File: src/rtl/bp_mac_seq_pkg.sv
// bp_mac_seq_pkg: shared gate encodings, weight-set bit position and sequencer states.
package bp_mac_seq_pkg;
    localparam logic [1:0] GATE_A = 2'd0;
    localparam logic [1:0] GATE_I = 2'd1;
    localparam logic [1:0] GATE_F = 2'd2;
    localparam logic [1:0] GATE_O = 2'd3;
    localparam int SELW_U = 2;
    typedef enum logic [1:0] {S_IDLE, S_ISSUE, S_DRAIN, S_FIN} state_t;
endpackage

File: src/rtl/bp_mac_seq_ctrl_delay.sv
// ctrl_delay: fixed-depth shift register with asynchronous active-low clear.
module ctrl_delay #(
    parameter int WIDTH = 1,
    parameter int DEPTH = 1
) (
    input  logic             clk,
    input  logic             rst,
    input  logic [WIDTH-1:0] d,
    output logic [WIDTH-1:0] q
);
    if (DEPTH == 0) begin : g_pass
        assign q = d;
    end else begin : g_sr
        logic [WIDTH-1:0] sr [DEPTH];
        always_ff @(posedge clk or negedge rst)
            if (!rst) begin
                for (int i = 0; i < DEPTH; i++) sr[i] <= '0;
            end else begin
                sr[0] <= d;
                for (int i = 1; i < DEPTH; i++) sr[i] <= sr[i-1];
            end
        assign q = sr[DEPTH-1];
    end
endmodule

File: src/rtl/bp_mac_seq.sv
// bp_mac_seq: backprop MAC lane sequencer issuing gate/cell/output terms and result writes.
module bp_mac_seq
    import bp_mac_seq_pkg::*;
#(
    parameter int N_OUT    = 8,
    parameter int N_CELL   = 8,
    parameter int DG_ADDR  = 6,
    parameter int W_ADDR   = 9,
    parameter int OUT_ADDR = 4,
    parameter int RD_LAT   = 1,
    parameter int MAC_LAT  = 1
) (
    input  logic                clk,
    input  logic                rst,
    input  logic                start,
    input  logic                sel_u,
    output logic                busy,
    output logic                done,
    output logic [DG_ADDR-1:0]  rd_addr_dg,
    output logic [W_ADDR-1:0]   rd_addr_w,
    output logic [1:0]          sel_dgate,
    output logic [2:0]          sel_wghts,
    output logic                acc_mac,
    output logic                wr_res,
    output logic [OUT_ADDR-1:0] wr_addr_res
);
    localparam int DRAIN = RD_LAT + MAC_LAT;
    localparam int DW = $clog2(DRAIN + 2);
    localparam int VW = 5 + OUT_ADDR;
    localparam int WW = 1 + OUT_ADDR;

    state_t state, state_nx;
    logic [1:0] g;
    logic [DG_ADDR-1:0] k;
    logic [OUT_ADDR-1:0] j;
    logic [W_ADDR-1:0] w;
    logic [DW-1:0] dcnt;
    logic su, issue, g_last, k_last, j_last, t_last;
    logic [VW-1:0] iv, dv;
    logic [WW-1:0] wi, wo;
    logic v1, a1, l1;
    logic [1:0] g1;
    logic [OUT_ADDR-1:0] j1;

    assign issue  = state == S_ISSUE;
    assign g_last = g == GATE_O;
    assign k_last = k == DG_ADDR'(N_CELL - 1);
    assign j_last = j == OUT_ADDR'(N_OUT - 1);
    assign t_last = issue && g_last && k_last && j_last;

    always_comb begin
        state_nx = state;
        if (state == S_IDLE && start) state_nx = S_ISSUE;
        if (t_last) state_nx = DRAIN == 0 ? S_FIN : S_DRAIN;
        if (state == S_DRAIN && dcnt == DW'(DRAIN - 1)) state_nx = S_FIN;
        if (state == S_FIN) state_nx = S_IDLE;
    end

    always_ff @(posedge clk or negedge rst)
        if (!rst) begin
            state <= S_IDLE;
            g     <= '0;
            k     <= '0;
            j     <= '0;
            w     <= '0;
            su    <= 1'b0;
            dcnt  <= '0;
        end else begin
            state <= state_nx;
            dcnt  <= state == S_DRAIN ? dcnt + 1'b1 : '0;
            if (state == S_IDLE && start) begin
                su <= sel_u;
                g  <= '0;
                k  <= '0;
                j  <= '0;
                w  <= '0;
            end else if (issue) begin
                g <= g + 1'b1;
                w <= w + 1'b1;
                if (g_last) k <= k_last ? '0 : k + 1'b1;
                if (g_last && k_last) j <= j + 1'b1;
            end
        end

    // Issue-stage control word; zero outside ISSUE so delayed copies idle at 0.
    assign iv = issue ? {1'b1, g, !(g == GATE_A && k == '0), j, g_last && k_last} : '0;

    ctrl_delay #(.WIDTH(VW), .DEPTH(RD_LAT)) u_rd_dly (
        .clk (clk),
        .rst (rst),
        .d   (iv),
        .q   (dv)
    );

    assign {v1, g1, a1, j1, l1} = dv;
    assign wi = v1 && l1 ? {1'b1, j1} : '0;

    ctrl_delay #(.WIDTH(WW), .DEPTH(MAC_LAT)) u_mac_dly (
        .clk (clk),
        .rst (rst),
        .d   (wi),
        .q   (wo)
    );

    assign busy        = state != S_IDLE;
    assign done        = state == S_FIN;
    assign rd_addr_dg  = issue ? k : '0;
    assign rd_addr_w   = issue ? w : '0;
    assign sel_dgate   = g1;
    assign sel_wghts   = v1 ? {su, g1} : '0;
    assign acc_mac     = a1;
    assign {wr_res, wr_addr_res} = wo;
endmodule
File: config.mk
export PLATFORM = sky130hd
export DESIGN_NAME = bp_mac_seq
export DESIGN_NICKNAME = d
export VERILOG_FILES = /design/src/rtl/bp_mac_seq_pkg.sv /design/src/rtl/bp_mac_seq_ctrl_delay.sv /design/src/rtl/bp_mac_seq.sv
export SDC_FILE = /design/constraint.sdc
export NUM_CORES = 1
export LEC_CHECK = 0
export ABC_AREA = 0
export CAP_MARGIN = 25
export CORE_MARGIN = 5
export CORE_UTILIZATION = 40
export CTS_CLUSTER_SIZE = 30
export DETAILED_ROUTE_END_ITERATION = 8
export MAX_ROUTING_LAYER = met4
export PLACE_DENSITY_LB_ADDON = 0.2
export SYNTH_ARGS = -nofsm -noshare
export SYNTH_HDL_FRONTEND = slang
export SYNTH_SLANG_ARGS = --single-unit
export TNS_END_PERCENT = 10
File: constraint.sdc
create_clock -name clk -period 2.2 [get_ports clk]
set_input_delay 0.44 -clock clk [delete_from_list [all_inputs] [get_ports clk]]
set_output_delay 0.44 -clock clk [all_outputs]
set_load 0.01 [all_outputs]
==> results of run 1 <==
through the flow:
| stage | setup TNS [ns] | instance area (sq um) |
|---|---|---|
| 4_1_cts | -0.00442 | 2490 |
| 2_1_floorplan | 0 | 1980 |
| 3_3_place_gp | 0 | 2380 |
| 6_report | 0 | 2520 |
| 3_5_place_dp | 0 | 2380 |
| 5_1_grt | -0.118 | 2520 |
final cells by class:
type	instances	share of cell area, %
sequential	40	39.7
multi-input combinational	135	34.8
timing repair buffer	41	16.1
tap	67	3.33
clock buffer	5	2.73
clock inverter	3	1.69
inverter	11	1.64
worst paths after layout:
check	endpoint	slack, ns	start
hold reg to reg	dcnt[0]	0.43	dcnt[0]
setup / recovery	rd_addr_w[7]	0.03	state[1]
setup reg to reg	state[0]	0.46	g[0]
min in group clk	dcnt[0]	0.43	dcnt[0]
max in group asynchronous	state[1]	1.64	rst
hold / removal	w[6]	0.20	rst
routing by layer:
metal  track usage (%)  up-vias  part of all wire [%]
li1                  -      759                     -
met5                 -        -                     0
met3              3.70        6                   4.1
met2              21.7       34                    47
met4              3.55        0                   1.2
met1              18.2      738                    48
worst max-delay path: stages, from the launching register on:
cell and delay (ns):
dfrtp_1 0.37, nand2b_1 0.15, inv_1 0.09, buf_4 0.17, and2_1 0.13, clkdlybuf4s50_1 0.53
layout by cell type, fill, tap and decap left out, drive strengths merged, types with 3 or more instances in the layout:
master         synthesis  layout
dfrtp                 40      40
clkdlybuf4s50          0      20
and2                  19      19
nand2                 18      18
nor2                  13      13
inv                   11      11
buf                    5      11
nand3                  9       9
dlymetal6s2s           0       9
a21oi                  8       8
ha                     7       7
nand2b                 6       6
or4                    5       5
clkbuf                 6       5
and3                   4       4
o21ai                  4       4
o31ai                  4       4
mux2i                  4       4
nand3b                 4       4
nand4                  3       3
nor4                   3       3
or2                    3       3
flip-flops by register name, indices dropped and copies added (netlist names):
register	flops
j	4
k	6
w	9
u_rd_dly.q	9
u_mac_dly.q	5
g	2
state	2
dcnt	2
su	1
power breakdown:
part	switching, mW	internal [mW]
registers	0.205	0.924
logic	0.429	0.504
clock network	0.261	0.336
total	0.896	1.76
kinds of logic (layout without fill, tap and decap cells):
group | Yosys count | count (layout) | synth area share, %
xor+xnor | 2 | 2 | 0.886
simple gates | 95 | 95 | 27.8
buf+inv | 22 | 60 | 5.06
flops | 40 | 40 | 50.6
mux | 5 | 5 | 2.59
compound gates | 26 | 26 | 8.55
fa+ha+maj | 7 | 7 | 4.43
==> results.md, run 1 <==
* Hold_ws at 0.205 ns
* Maximum clock rate at roughly 460 MHz
* Vias in the first global route at 1488
* Rel. slew slack at approximately two thirds
* Post-DR vias/cell at 5.09
* Diode count at 0
* Via count at 1537
* CP max FO at 13
* Total Routing Usage GR at 14.0%
* Status: finished clean
* First-pass detailed-route iteration total at 4
* Mapped Area at about 0.0020 sq mm
* Reg2reg path depth at 4
* Reg area at 0.00100 sq mm
* Die Y-Extent at 80.3 um
* Count leader, synth: dfrtp_1
* Row count at 25
* Yosys top cell by area: dfrtp_1
* Fillers at 439
* Routed len/inst at 13.1 um
* Worst setup margin at 0.0260 ns
* Ranking of synthesized cells by area: dfrtp_1, and2_1, ha_1
* Syn_area_per_cell at 10.0 sq um
* P&R area growth vs syn at 27.4%
* Final Power at between 2 and 3 mW
* DP Cell Count at just under 300
* Final net count at 245
* Final setup fails at 0
* Synth warn at 0
* Cell Pwr Density at between 1000 and 1500 mW/mm^2
* Post-route insts no fill at between 300 and 400
* Post-synth top area share at between 50% and 60%
* Layout cells sized above 1 at 9.79%
* Hold Path Class: input port to async pin
* Core area at 0.00475 sq mm
* Hold Buf Count CTS at 0
* Clock sinks at 40
* Grt total ovfl at 0
* Die X at about 80 um
* Final core occ at 53.0%
* Post-Syn Nets at 208
* Dpl ws at 0.291 ns
* Hpwl dp at 2750 um
* CP Class: flip-flop to output port
* CTS tree: yes
* Multi-input gate area at 876 sq um
* Leakage power at 1.23 nW
* Ys async rst share at 100%
* Critical path arrival at approximately 1.7 ns
* Final worst-path cycle share at a little over nine tenths
* Clk_lat worst skew at 0.29 ns
* Largest net degree at the start of global routing at 41
* Htree depth at 2
* Unrepaired setup endpoints after global routing: true
* Iteration-0 DRC Markers at 74
* DR DRC count at 0
* Clock buffer depth at 2
* Maxcap violations at 0
* Area of the die at 0.00645 sq mm
* EDFF count, synth at 0
* Worst EP required at 1.76 ns
* Setup bufs post-CTS at 0
* Ports at 32
* Worst setup SP type: flip-flop
* First-pass GRT wire length at ~7000 um
* Clk_skew at about 0.0097 ns
* Mapped Cells at 197
* Flops & latches, synth at 40
* Predominant post-synthesis flop cell: dfrtp_1
* GP Congestion at 0.797
* Distinct cells, synth at 40
* CP endpoint kind: output port
* Sequential cell area fraction in the yosys report at between 50% and 60%
* Peak supply drop at ~0.37 mV
* Initial antenna violation count at 0
* Starting Density at 41.6%
* Final ANT Viol Nets at 0
* TritonCTS Buffers at 5
* Number of port buffers at 31
* Clk Tree Root Cell: clkbuf_8
* Clock slew at reported path FFs at 0.08 ns
* Hold Violations, Final at 0
* Fin. max-slew vios at 0
* Routed WL at 3960 um
* Post-synth top cells: dfrtp_1, and2_1, nand2_1
* Slew at the pin closest to its max-slew limit at approximately 0.51 ns
* Minimum clock period at 2.17 ns
* Post-CTS Resized at 1
No activity file was read; power rests on OpenSTA's default activity.
==> run 2, diff against run 1 <==
Settings changed: ABC_CLOCK_PERIOD_IN_PS set to 2200.
==> results of run 2 <==
The final DEF is identical to that of run 1; final timing and power are the same.
